## config.mk

```make
export PLATFORM = sky130hd
export DESIGN_NAME = rf_scoreboard
export DESIGN_NICKNAME = d
export VERILOG_FILES = /design/src/rtl/rf_scoreboard_pkg.sv /design/src/rtl/sb_entry.sv /design/src/rtl/rf_scoreboard.sv
export SDC_FILE = /design/constraint.sdc
export NUM_CORES = 1
export LEC_CHECK = 0
export ABC_AREA = 1
export CAP_MARGIN = 5
export CORE_MARGIN = 4
export CORE_UTILIZATION = 30
export CTS_CLUSTER_SIZE = 30
export DETAILED_ROUTE_END_ITERATION = 8
export PLACE_DENSITY = 0.58
export SYNTH_ARGS = -nofsm -noshare
export SYNTH_HDL_FRONTEND = slang
export SYNTH_HIERARCHICAL = 1
export SYNTH_SLANG_ARGS = --single-unit
```

## constraint.sdc

```tcl
create_clock -name clk -period 3.5 [get_ports clk]
set_clock_uncertainty 0.1 [all_clocks]
set_input_delay 0.525 -clock clk [delete_from_list [all_inputs] [get_ports clk]]
set_output_delay 0.525 -clock clk [all_outputs]
set_load 0.01 [all_outputs]
```

## src/rtl/rf_scoreboard_pkg.sv

```systemverilog
// Shared widths for the register-file scoreboard; also carries the defs.v register-file macros
// so every scoreboard file sees one definition.
`ifndef LEN_INST_REG
`define LEN_INST_REG 5
`endif
`ifndef SIZE_RF
`define SIZE_RF 32
`endif
`ifndef LEN_DATA
`define LEN_DATA 32
`endif
`ifndef LEN_SB_CNT
`define LEN_SB_CNT 2
`endif

package rf_scoreboard_pkg;

  localparam int unsigned REG_W    = `LEN_INST_REG;
  localparam int unsigned NUM_REGS = `SIZE_RF;
  localparam int unsigned SB_CNT_W = `LEN_SB_CNT;

  typedef logic [REG_W-1:0] reg_idx_t;

  // One-hot decode of a register index with register 0 masked off.
  function automatic logic [NUM_REGS-1:0] reg_onehot(input reg_idx_t idx, input logic en);
    logic [NUM_REGS-1:0] oh;
    oh = '0;
    if (en && (idx != '0)) oh[idx] = 1'b1;
    return oh;
  endfunction

endpackage

```

## src/rtl/sb_entry.sv

```systemverilog
// One register's in-flight write counter: increment on accepted issue, decrement on writeback,
// saturation and underflow reporting.
module sb_entry
  import rf_scoreboard_pkg::*;
#(
  parameter int unsigned CNT_W = SB_CNT_W
) (
  input  logic clk,
  input  logic rst,
  input  logic i_inc,
  input  logic i_retire,
  output logic o_busy,
  output logic o_full,
  output logic o_pending_next,
  output logic o_underflow
);

  localparam logic [CNT_W-1:0] CntMax = {CNT_W{1'b1}};

  logic [CNT_W-1:0] r_cnt;
  logic [CNT_W-1:0] w_cnt_d;
  logic             w_dec;
  logic             w_inc;

  assign w_dec       = i_retire && (r_cnt != '0);
  // Guard against wrap; the top already stalls issue when full without a retire.
  assign w_inc       = i_inc && ((r_cnt != CntMax) || w_dec);
  assign o_underflow = i_retire && (r_cnt == '0);

  // The last pending write lands at this cycle's negedge, so it is already readable.
  assign o_busy = (r_cnt != '0) && !((r_cnt == CNT_W'(1)) && i_retire);
  assign o_full = (r_cnt == CntMax) && !i_retire;

  always_comb begin
    w_cnt_d = r_cnt;
    if (w_inc && !w_dec) begin
      w_cnt_d = r_cnt + CNT_W'(1);
    end else if (!w_inc && w_dec) begin
      w_cnt_d = r_cnt - CNT_W'(1);
    end
  end

  assign o_pending_next = (w_cnt_d != '0);

  always_ff @(posedge clk) begin
    if (rst) begin
      r_cnt <= '0;
    end else begin
      r_cnt <= w_cnt_d;
    end
  end

endmodule

```

## src/rtl/rf_scoreboard.sv

```systemverilog
// Issue-side scoreboard for the register file: stalls reads of registers with pending writes
// and bounds the number of outstanding writes per register.
module rf_scoreboard
  import rf_scoreboard_pkg::*;
#(
  parameter int unsigned CNT_W = SB_CNT_W
) (
  input  logic     clk,
  input  logic     rst,
  input  logic     issue_valid,
  input  logic     issue_we,
  input  reg_idx_t issue_rd,
  input  reg_idx_t rs,
  input  reg_idx_t rt,
  input  logic     use_rs,
  input  logic     use_rt,
  input  logic     wb_valid,
  input  reg_idx_t wb_rd,
  output logic     stall,
  output logic     issue_ack,
  output logic     idle,
  output logic     err
);

  logic [NUM_REGS-1:0] w_retire;
  logic [NUM_REGS-1:0] w_issue_sel;
  logic [NUM_REGS-1:0] w_inc;
  logic [NUM_REGS-1:0] w_busy;
  logic [NUM_REGS-1:0] w_full;
  logic [NUM_REGS-1:0] w_pending_next;
  logic [NUM_REGS-1:0] w_underflow;

  logic w_src_stall;
  logic w_sat_stall;
  logic r_idle;
  logic r_err;

  assign w_retire    = reg_onehot(wb_rd, wb_valid);
  assign w_issue_sel = reg_onehot(issue_rd, issue_we);
  assign w_inc       = w_issue_sel & {NUM_REGS{issue_ack}};

  // Register 0 is hard-wired not-busy and never counted.
  assign w_busy[0]         = 1'b0;
  assign w_full[0]         = 1'b0;
  assign w_pending_next[0] = 1'b0;
  assign w_underflow[0]    = 1'b0;

  for (genvar g = 1; g < NUM_REGS; g++) begin : g_entry
    sb_entry #(
      .CNT_W (CNT_W)
    ) u_entry (
      .clk            (clk),
      .rst            (rst),
      .i_inc          (w_inc[g]),
      .i_retire       (w_retire[g]),
      .o_busy         (w_busy[g]),
      .o_full         (w_full[g]),
      .o_pending_next (w_pending_next[g]),
      .o_underflow    (w_underflow[g])
    );
  end

  // Source checks apply regardless of issue_valid; ID qualifies stall with its own valid.
  assign w_src_stall = (use_rs && w_busy[rs]) || (use_rt && w_busy[rt]);
  assign w_sat_stall = issue_valid && issue_we && w_full[issue_rd];
  assign stall       = w_src_stall || w_sat_stall;
  assign issue_ack   = issue_valid && !stall;

  always_ff @(posedge clk) begin
    if (rst) begin
      r_idle <= 1'b1;
      r_err  <= 1'b0;
    end else begin
      r_idle <= ~|w_pending_next;
      if (|w_underflow) begin
        r_err <= 1'b1;
      end
    end
  end

  assign idle = r_idle;
  assign err  = r_err;

endmodule

```

# Yosys cells after proc, flatten, opt, wreduce, memory -nomap -nowiden
# Index checks and enable logic that the tools add are counted.
[word_totals]
register_bits = 64
output_inout_bits = 4
word_cells = 782
[classes]
addsub = 62
n_lt_le_gt_ge = 6
eq_ne = 93
muxes = 74
n_bitwise = 1
reduce_logical = 513
[ops]
columns = ["operator", "count"]
rows = [
  ["logical AND 1 bit", 257],
  ["logical NOT 1 bit", 126],
  ["two-way mux 2 bit", 62],
  ["nonzero test 2 bit", 62],
  ["two-way mux 32 bit", 2],
  ["adder 2 x 1 -> 2 bit (second input constant)", 31],
  ["== test 2 x 1 -> 1 bit (second input constant)", 31],
  ["== test 2 bit (second input constant)", 31],
  ["logical NOT 2 bit", 31],
  ["!= test 2 bit (second input constant)", 31],
  ["OR reduction 31 bit", 2],
  ["subtractor 2 x 1 -> 2 bit (second input constant)", 31],
  ["logical OR 1 bit", 33],
  ["AND 32 bit", 1],
  ["< comparator 5 x 6 -> 1 bit (second input constant)", 4],
  ["binary-select mux 1 bit (select 5 bit)", 3],
  ["demux 1 bit (select 5 bit)", 2],
  [">= comparator 5 x 1 -> 1 bit (second input constant)", 2],
  ["nonzero test 5 bit", 2],
  ["two-way mux 1 bit", 5],
]

# Depth between registers and ports, before layout
[depth]
depth_word = 24
mapped_depth = 30
mapped_depth_nobuf = 28

# Modules after synthesis
# The synthesis kept the hierarchy.
[modules_own_cells]
columns = ["module", "instances", "cells_per_inst", "area_each_um2"]
rows = [
  ["sb_entry", 31, 29, 183.9],
  ["rf_scoreboard", 1, 433, 2030.7],
]

# Worst setup path before layout
# OpenSTA, ideal clock, no wires.
[synth_timing]
path_kind = "input -> register"
startpoint = "in wb_rd[4]"
endpoint = "reg r_idle (netlist: idle)"
t_arrival_ns = 3.611
t_required_ns = 3.329
setup_slack_ns = -0.281
path_stages = 28
path_cell_list = "clkbuf_1 > inv_1 > nand3_1 > o21ai_0 > inv_1 > nand4_1 > nor2_1 > a21oi_1 > nand2_1 > nand3_1 > nand3_1 > nand2_1 > nand2_1 > nand3b_1 > nand3_1 > nand4_4 > buf_6 > nor2_2 > inv_1 > nor2_1 > nand2_2 > nand2_1 > nand2_1 > nand2_1 > nand3_1 > nor4_1 > nand4_1 > o21bai_1"
[synth_via]
elab_chain_cells = 24
word_cells_on_any_way = 489
[synth_rtl]
columns = ["element", "line_no", "text"]
rows = [
  ["start: declaration", "rf_scoreboard.sv:18", "input reg_idx_t wb_rd,"],
  ["< comparator 5 x 6 -> 1 bit (not written as such) or >= comparator 5 x 1 -> 1 bit (tied branches)", "rf_scoreboard_pkg.sv:28", "if (en && (idx != '0)) oh[idx] = 1'b1;"],
  ["logical AND 1 bit (not written as such)", "rf_scoreboard_pkg.sv:28", ""],
  ["two-way mux 1 bit (not written as such)", "rf_scoreboard_pkg.sv:28", ""],
  ["demux 1 bit (select 5 bit)", "rf_scoreboard_pkg.sv:28", ""],
  ["two-way mux 32 bit (*)", "rf_scoreboard_pkg.sv:28", ""],
  ["via w_retire[13]", "rf_scoreboard.sv:25", "logic [NUM_REGS-1:0] w_retire;"],
  ["logical AND 1 bit (*)", "sb_entry.sv:31", "assign o_busy = (r_cnt != '0) && !((r_cnt == CNT_W'(1)) && i_retire);"],
  ["logical NOT 1 bit (*)", "sb_entry.sv:31", ""],
  ["[1 not listed]", "-", ""],
  ["via w_busy[13]", "rf_scoreboard.sv:28", "logic [NUM_REGS-1:0] w_busy;"],
  ["[8 not listed]", "-", ""],
  ["via w_inc[18]", "rf_scoreboard.sv:27", "logic [NUM_REGS-1:0] w_inc;"],
  ["[1 not listed]", "-", ""],
  ["logical NOT 1 bit", "sb_entry.sv:38", "end else if (!w_inc && w_dec) begin"],
  ["logical AND 1 bit", "sb_entry.sv:38", ""],
  ["two-way mux 2 bit", "sb_entry.sv:38", ""],
  ["two-way mux 2 bit (*)", "sb_entry.sv:36", "if (w_inc && !w_dec) begin"],
  ["nonzero test 2 bit (*)", "sb_entry.sv:43", "assign o_pending_next = (w_cnt_d != '0);"],
  ["via w_pending_next[18]", "rf_scoreboard.sv:30", "logic [NUM_REGS-1:0] w_pending_next;"],
  ["OR reduction 31 bit (*)", "rf_scoreboard.sv:74", "r_idle <= ~|w_pending_next;"],
  ["logical NOT 1 bit (*)", "rf_scoreboard.sv:74", ""],
  ["end signal: assignment", "rf_scoreboard.sv:74", ""],
  ["end: declaration", "rf_scoreboard.sv:35", "logic r_idle;"],
]
# Mark *: on every way through the listed nets, which the timed path passes. The rest lies on a longest branch. The select of a mux whose other input is x is not followed.
# A chain may end at the register's enable or synchronous reset.

# Final worst setup path
[layout_timing]
startpoint = "in wb_rd[1]"
endpoint = "reg r_idle (netlist: idle)"
# The elaborated chain is that of the path after synthesis.

==> impl_metrics.toml <==
[critical_path]
crit_path_frequent_cell = "nand2_1"
slowest_stage = "nor2_2"
cp_max_fo = 7
endpoint_required_time_on_the_critical_path_ns = 3.68
crit_arrival_ns = 3.99
ff2ff_path_depth = 23
worstSetupStartpointType = "primary input"
timing.critical_path.max_delay_family = "simple AND/OR/NAND/NOR gates"
critical_path.endpoint_type = "register"
critical_path.reg2reg.endpoint = "idle"
critical_path.reg2reg.startpoint = "g_entry[19].u_entry/r_cnt[0]"
cp_num_buf_inv = 9
kind_of_critical_path = "in2reg"
setup.reg_to_reg.worst_slack_ns = -0.04
slowest_delay_ns = 0.26

[logic_synthesis]
post_synth_inst_count = 1332
yosys_most_used_dff = "dfxtp_1"
synth_edf_count = 0
yosys-top-cells-count = "nand2_1, nand3_1, inv_1"
ys.warnings.count = 6
synth_top_cells_by_area = "nand2_1, dfxtp_1, ha_1, nand3_1, inv_1"
yosysMostFrequentCell = "nand2_1"
synth.top_cell.area_share_pct = 17.8
sequential_share_of_the_synthesized_area_pct = 16.6
syn_area_per_cell_um2 = 5.81
synth_top_cell_by_area = "nand2_1"
synth.lib_cells_used.distinct = 24
mappedNetlistArea_mm2 = 0.00773
syn_nets = 1452
synth-async-reset-ratio_pct = 0
synth.ff_latch_count = 64

[finish]
stdcell_area_mm2 = 0.0111
final.fill_count = 2663
sequential_cell_area_mm2 = 0.00128
nets = 1715
flow.area_growth_from_synthesis_pct = 42.9
antenna_cells_inserted = 0
multi_input_area_mm2 = 0.00586
instances_no_fill = 1930
layout-drive-gt1-share_pct = 31.1

[run]
cap_viol_max_count = 0

[place]
place_area_mm2 = 0.0102
io_buffers = 30
dp_cells = 1900
placement.setup.worst_slack_ns = -1.32
gp_congestion = 0.946
hpwlAfterDp_mm = 20.9

[grt]
groute.usage.overall_pct = 18.3
antenna_found_initial = 0
grt_max_degree = 36
via_count_of_the_first_global_routing_pass = 8455
grt_pass1_wl_mm = 41.9
grt-ovfl-total = 0

[sta]
slew_viol_final = 0
hold-worst-slack_ns = 0.545
worst-slew-pin-transition_ns = 0.812
hold_violations = 0
setup-violations-final = 2
rsz0062_at_grt = "true"
finalCriticalPeriod_ns = 3.82
final_min_period_over_clock_period_pct = 109
worst_slew_margin_rel_pct = 45.8
clock.fmax_mhz = 262
layout_setup_ws_ns = -0.315

[run_status]
run_status = "finished with violations"
failed_checks = "setup timing"

[power_and_ir_drop]
leakage_nw = 5.66
power.ir.vdd_worst_mv = 0.184
pwr_density_cell_mw_per_mm2 = 193
report.power.total_mw = 2.13

[clock_tree]
cts_hold_buf = 0
clock_tree.root_cell = "clkbuf_16"
cts.clk_slew.worst_paths_ns = 0.06
clk-insertion-delay-late_ns = 0.35
cts-root-to-sink-buffers = 2
htree_num_levels = 3
tritoncts_num_sinks = 64
clock_tree_from_tritoncts = "yes"
cts-buffers-inserted = 9

[floorplan]
initial_utilization_pct = 30.6
die_area_mm2 = 0.0284
die_width_um = 169
die_ht_um = 169
coreArea_mm2 = 0.0253
num_rows = 58
io-pin-count = 31

[drt]
detailedRoute.firstIterationViolations = 567
via_per_inst = 4.77
drt_first_pass_iters = 5
ant_nets = 0
wirelength_mm = 26.3
post-route-drc-count = 0
routed-via-count = 9202
drt-wirelength-per-cell_um = 13.6

[hold_path]
min_delay_worst_endpoint = "g_entry[5].u_entry/r_cnt[0]"
hold_path_depth = 4
hp_start = "g_entry[5].u_entry/r_cnt[0]"
holdCritPathClass = "reg2reg"
-- power by group --
part	switching, mW	internal (mW)
combinational	0.235	0.185
sequential	0.00678	0.734
clock	0.385	0.588
total	0.627	1.51
-- worst reg2reg max path, cell delays in order (launching register included) --
cell	delay, ns
dfxtp_1	0.36
inv_1	0.08
ha_1	0.21
a21oi_1	0.36
a21oi_1	0.12
o21ai_0	0.09
nand3_1	0.10
nand2_1	0.07
nand2_1	0.05
nand3_1	0.08
nand3_2	0.11
nand4_4	0.16
buf_12	0.14
buf_8	0.11
nor2_4	0.04
inv_2	0.08
buf_4	0.11
nand4_1	0.07
nand3_1	0.14
nand3_2	0.10
nor4_2	0.29
buf_4	0.15
nand4_1	0.18
o21bai_1	0.18
-- repair_timing --
| action | in CTS | in global routing |
|---|---|---|
| setup buffers | 12 | 2 |
| setup endpoints to repair | 61 | 12 |
| resized for setup | 104 | 35 |
| pin swaps | 27 | 9 |
-- logic make-up after synthesis --
family	synth area share, %
simple gates	50.4
flops	16.6
fa+ha+maj	15.0
buf+inv	13.4
compound gates	4.56
-- worst max-delay path by stage --
stage          startpoint    to  slack, ns  cells past startpoint
2_1_floorplan    wb_rd[2]  idle      0.008                     28
3_5_place_dp     wb_valid  idle      -1.32                     26
4_1_cts          wb_rd[2]  idle      -0.26                     33
3_3_place_gp     wb_valid  idle      -1.25                     26
5_1_grt          wb_rd[1]  idle      -0.56                     32
6_report         wb_rd[1]  idle      -0.32                     32
-- routing by layer --
| layer | global-route usage, % | routed length, um | vias to the layer above |
|---|---|---|---|
| li1 | - | - | 4766 |
| met1 | 24.9 | 12400 | 4175 |
| met2 | 30.3 | 11900 | 233 |
| met3 | 2.71 | 1440 | 28 |
| met4 | 4.90 | 511 | 0 |
| met5 | 0 | 0 | - |
-- placed cells by master, fill, tap and decap left out, types with 22 or more instances in the layout --
| cell | netlist | final |
|---|---|---|
| nand2_1 | 366 | 360 |
| buf_4 | 3 | 221 |
| nand3_1 | 211 | 202 |
| inv_1 | 206 | 192 |
| ha_1 | 93 | 93 |
| nor2_2 | 59 | 82 |
| dfxtp_1 | 64 | 64 |
| nor2_1 | 95 | 51 |
| a21oi_1 | 64 | 50 |
| inv_2 | 34 | 43 |
| nand4_1 | 42 | 42 |
| nand2_2 | 35 | 40 |
| nor2_4 | 3 | 24 |
| clkdlybuf4s50_1 | 0 | 22 |
-- stage by stage --
step	util [%]	setup TNS (ns)
finish	43.8	-0.373
global route	43.8	-0.956
CTS	43.1	-0.329
detailed placement	40.4	-35.07
global placement	40.4	-36.96
floorplan	-	0
-- registers in the layout, indices dropped and copies added, names as in the netlist --
| signal | count |
|---|---|
| err | 1 |
| idle | 1 |
| g_entry.u_entry/r_cnt | 62 |
-- area by class of cell --
type / count / area share (%)
timing repair buffer: 270 / 20.6
tap: 330 / 3.74
sequential: 64 / 11.6
inverter: 240 / 8.27
multi-input combinational: 1010 / 53.0
clock inverter: 5 / 0.498
clock buffer: 11 / 2.29
Power figures use the tool's default switching activity.
==> RTL change 1 (config.mk and constraints unchanged) <==
The macro `LEN_SB_CNT` goes from 2 to 1.
--- a/src/rtl/rf_scoreboard_pkg.sv
+++ b/src/rtl/rf_scoreboard_pkg.sv
@@ -11,5 +11,5 @@
 `endif
 `ifndef LEN_SB_CNT
-`define LEN_SB_CNT 2
+`define LEN_SB_CNT 1
 `endif
 
Check against the original RTL: not equivalent (a bounded check fails within 4 cycles, from zero or initial values and one cycle with rst high).
==> RTL change 1 against the original RTL <==
- design area is 53% lower
- count of clock-buffer cells in the layout is 3 lower
- routed wire length is 52% lower
- critical path depth is 6 lower
- power is 48% lower
- via count is 52% lower
- area after synthesis is 49% lower
- sequential power is 48% lower
- sequential cell count is 31 lower
- worst setup slack better by 0.56 ns
- critical endpoint unchanged
==> RTL change 1: results (changes against the original RTL) <==
[sta]
tightest_slew_ns=0.9853  ; was 0.8125 ns
fmax_ghz=0.3076  ; was 0.2621 GHz

[global_routing]
grt_pass1_vias=4191  ; was 8455
grt_pass1_wl_mm=20.48  ; was 41.90 mm
grtUsageMet3_pct=3.088  ; was 2.709%
track_usage_pct=17.30  ; was 18.31%
grt_max_degree=34  ; was 36
grt_use_met2_pct=30.61  ; was 30.35%
use_met1_pct=21.46  ; was 24.93%

[route]
routed_wl_mm=12.63  ; was 26.27 mm
vias_per_cell=4.526  ; was 4.768
drt_iter0_drc=304  ; was 567

[finish]
largest_register_ff_count=31  ; was 62
fin_cells=978  ; was 1930
final_nets=832  ; was 1715

[pwr]
irDropWorstVdd_uv=150.1  ; was 183.7 uV
p_leak_nw=2.602  ; was 5.664 nW

[worst_setup_path]
reg2reg_depth=20  ; was 23
startpoint=wb_rd[4]  ; was wb_rd[1]
critPathSlowestCell=or2_2  ; was nor2_2
arrival_ns=3.32  ; was 3.99 ns

[logic_synthesis]
synthCells=712  ; was 1332

[placement]
placed_area_um2=4838  ; was 10210 um2
pre_cts_ws_ns=-0.5123  ; was -1.322 ns

[outcome]
status=finished clean  ; was complete, but fails checks

[clock_tree]
post-cts-setup-buffers=2  ; was 12

RTL change 1: cell count changes in the layout (fill, tap and decap cells not counted), moves of 17 or more:
cell     delta
nand2_1   -152
nor2_4     -21
nand3_1   -150
a21oi_1    -48
ha_1       -93
dfxtp_1    -31
buf_4     -123
inv_1      -92
a21oi_2    +17
nand4_1    -31
nor2_2     -53
RTL change 1: kinds of logic (layout without fill, tap and decap cells):
kind of cell	after synthesis	in the layout	share of synthesized area (%)
AO/OA/AOI/OAI	39	39	7.989
buffers and inverters	196	290	23.36
flip-flops	33	33	16.80
AND/OR/NAND/NOR	444	444	51.85
RTL change 1: critical path: cells and delay by family:
| kind | cells | cell delay [ns] |
|---|---|---|
| AND/OR/NAND/NOR | 14 | 1.60 |
| buffers and inverters | 11 | 1.13 |
| AO/OA/AOI/OAI | 1 | 0.06 |
RTL change 1: layout make-up:
cell class	count	area, um2
repair buffers	135	1159
flip-flops and latches	33	660.6
clock buffers	8	136.4
well taps	172	215.2
multi-input cells	483	2436
fillers	1424	7561
inverters	147	554.3
RTL change 1: power groups by stage:
| stage | Combinational [W] | Sequential [W] | Clock, W |
|---|---|---|---|
| 4_1_cts | 0.000288 | 0.000384 | 0.000434 |
| 3_3_place_gp | 0.000265 | 0.000392 | 0 |
| 5_1_grt | 0.000323 | 0.000384 | 0.000453 |
| 6_report | 0.000297 | 0.000384 | 0.000425 |
| 2_1_floorplan | 0.000139 | 0.000393 | 0 |
| 3_5_place_dp | 0.000264 | 0.000392 | 0 |
RTL change 1: routing by layer:
metal | wire (um) | vias up
met5 | 0 | -
met4 | 204 | 0
met3 | 571 | 16
met2 | 6315 | 114
met1 | 5535 | 1977
li1 | - | 2319
RTL change 1: worst min-delay path by stage:
| stage | startpoint | to | slack (ns) | cells past startpoint |
|---|---|---|---|---|
| floorplan | g_entry[10].u_entry/r_cnt$_SDFF_PP0_ | g_entry[10].u_entry/r_cnt$_SDFF_PP0_ | 0.36 | 2 |
| global placement | g_entry[6].u_entry/r_cnt$_SDFF_PP0_ | g_entry[6].u_entry/r_cnt$_SDFF_PP0_ | 0.39 | 2 |
| detailed placement | g_entry[6].u_entry/r_cnt$_SDFF_PP0_ | g_entry[6].u_entry/r_cnt$_SDFF_PP0_ | 0.39 | 2 |
| CTS | g_entry[6].u_entry/r_cnt$_SDFF_PP0_ | g_entry[6].u_entry/r_cnt$_SDFF_PP0_ | 0.41 | 2 |
| global route | g_entry[6].u_entry/r_cnt$_SDFF_PP0_ | g_entry[6].u_entry/r_cnt$_SDFF_PP0_ | 0.42 | 2 |
| finish | g_entry[6].u_entry/r_cnt$_SDFF_PP0_ | g_entry[6].u_entry/r_cnt$_SDFF_PP0_ | 0.41 | 2 |
==> RTL change 2 (same flow settings) <==
Made on the original files. Register the output `err` once more, with the module's reset; this adds one clock of latency there. The other outputs are not delayed to match.
--- a/src/rtl/rf_scoreboard.sv
+++ b/src/rtl/rf_scoreboard.sv
@@ -80,5 +80,11 @@
 
   assign idle = r_idle;
-  assign err  = r_err;
+  always_ff @(posedge clk) begin
+    if (rst) begin
+      err <= '0;
+    end else begin
+      err <= r_err;
+    end
+  end
 
 endmodule
Check against the original RTL: not equivalent (a bounded check fails within 4 cycles, from zero or initial values and one cycle with rst high).
==> RTL change 2 against the original RTL <==
- the flow still finishes with violations (negative setup slack)
- power is 6.0% lower
- routed wire length grew 0.93%
- design area up 2.4%
- count of clock-buffer cells in the layout shrank 1
- sequential power increased by 1%
- area after synthesis grew 0.36%
- clock power is 13% lower
- worst setup slack got worse by 0.028 ns
- sequential cell count is 1 higher
==> RTL change 2: results (changes against the original RTL) <==
[outcome]
status=complete, but fails checks  ; unchanged
violations=negative setup slack  ; unchanged

[worst_setup_path]
rrSetupSlack_ns=0.01  ; was -0.04 ns
startpoint=wb_rd[2]  ; was wb_rd[1]
critPathSlowestCell=nor4_4  ; was nor2_2
slowest_delay_ns=0.30  ; was 0.26 ns
r2r-start=g_entry[27].u_entry/r_cnt[0]$_SDFF_PP0_  ; was g_entry[19].u_entry/r_cnt[0]$_SDFF_PP0_

[global_routing]
track_usage_pct=18.48  ; was 18.31%
grt_max_degree=34  ; was 36
grt_pass1_vias=8928  ; was 8455

[logic_synthesis]
synth_area_leaders=nand2_1 18%, dfxtp_1 17%, ha_1 15%  ; unchanged
syn_area_per_cell_um2=5.813  ; was 5.805 um2
seq_area_frac_synth_pct=16.77  ; was 16.57%

[finish]
n_antenna_cell=0  ; unchanged
final_nets=1732  ; was 1715
layout-drive-gt1-share_pct=34.08  ; was 31.06%
design_area_um2=11310  ; was 11050 um2
top_register=g_entry.u_entry/r_cnt  ; unchanged

[placement]
place.gp.congestion=0.9309  ; was 0.9461
placed_area_um2=10270  ; was 10210 um2

[sta]
finalSetupTns_ns=-0.5155  ; was -0.3731 ns
setup_ws_ns=-0.3433  ; was -0.3152 ns
finalSetupViolCount=2  ; unchanged
relSlewSlack_pct=40.56  ; was 45.84%

[route]
drt_iter0_drc=724  ; was 567
routed_wl_mm=26.52  ; was 26.27 mm
drtPass1Iterations=6  ; was 5
vias_per_cell=4.799  ; was 4.768

[pwr]
p_leak_nw=5.826  ; was 5.664 nW

-- RTL change 2: changes by cell type in the layout (fill, tap and decap cells not counted), sizes merged --
| cell | delta |
|---|---|
| inv | +1 |
| buf | +14 |
| clkdlybuf4s50 | -1 |
| nor2 | +1 |
| clkinv | -1 |
| dfxtp | +1 |
| dlygate4sd2 | +1 |
| bufinv | -1 |
| clkdlybuf4s15 | -1 |
-- RTL change 2: final cells by class --
| type | count | area share, % |
|---|---|---|
| timing repair buffer | 284 | 20.71 |
| tap | 330 | 3.649 |
| multi-input combinational | 1011 | 53.77 |
| clock inverter | 3 | 0.1769 |
| inverter | 241 | 8.084 |
| sequential | 65 | 11.50 |
| clock buffer | 10 | 2.112 |
-- RTL change 2: worst min path at each step --
stage | start | cells past startpoint | end
3_3_place_gp | r_err$_SDFFE_PP0P_ | 2 | err$_SDFF_PP0_
5_1_grt | r_err$_SDFFE_PP0P_ | 2 | err$_SDFF_PP0_
3_5_place_dp | r_err$_SDFFE_PP0P_ | 2 | err$_SDFF_PP0_
6_report | r_err$_SDFFE_PP0P_ | 2 | err$_SDFF_PP0_
2_1_floorplan | r_err$_SDFFE_PP0P_ | 2 | err$_SDFF_PP0_
4_1_cts | r_err$_SDFFE_PP0P_ | 2 | err$_SDFF_PP0_
-- RTL change 2: cells by family (layout without fill, tap and decap cells) --
logic type | Yosys count | after routing | synth area share, %
simple gates | 848 | 848 | 50.31
buf+inv | 259 | 538 | 13.38
fa+ha+maj | 93 | 93 | 15.00
compound gates | 70 | 70 | 4.547
flops | 65 | 65 | 16.77
-- RTL change 2: stage by stage --
step / worst slack (ns) / hold slack (ns)
after floorplan: 0.005383 / 0.3032
after global placement: -1.446 / 0.3374
after detailed placement: -1.469 / 0.3399
after CTS: -0.2524 / 0.3521
after global routing: -0.5003 / 0.3789
final: -0.3433 / 0.3526
-- RTL change 2: timing repair --
item,CTS,global route
hold buffers,0,0
hold endpoints to repair,0,0
resized for setup,120,77
setup endpoints to repair,65,35
cloned,0,0
buffers inserted,19,11
pin swaps,30,44
-- RTL change 2: worst max-delay path, delay by kind of cell --
family,cells,cell delay (ns)
AO/OA/AOI/OAI,3,0.29
buffers and inverters,10,1.15
AND/OR/NAND/NOR,19,2.03
-- RTL change 2: per-layer routing --
layer | global-route usage (%) | share of wire (%) | vias to the layer above
met2 | 30.21 | 45 | 262
li1 | - | - | 4786
met1 | 25.04 | 47 | 4236
met5 | 0 | 0 | -
met4 | 5.999 | 2.9 | 0
met3 | 2.709 | 5.7 | 46
-- RTL change 2: power by group --
group,internal (W),total [W],switching [W]
Clock,0.000485,0.000845,0.000359
Combinational,0.000175,0.000411,0.000235
Sequential,0.000747,0.000751,0.00000476
Total,0.00141,0.00201,0.000599
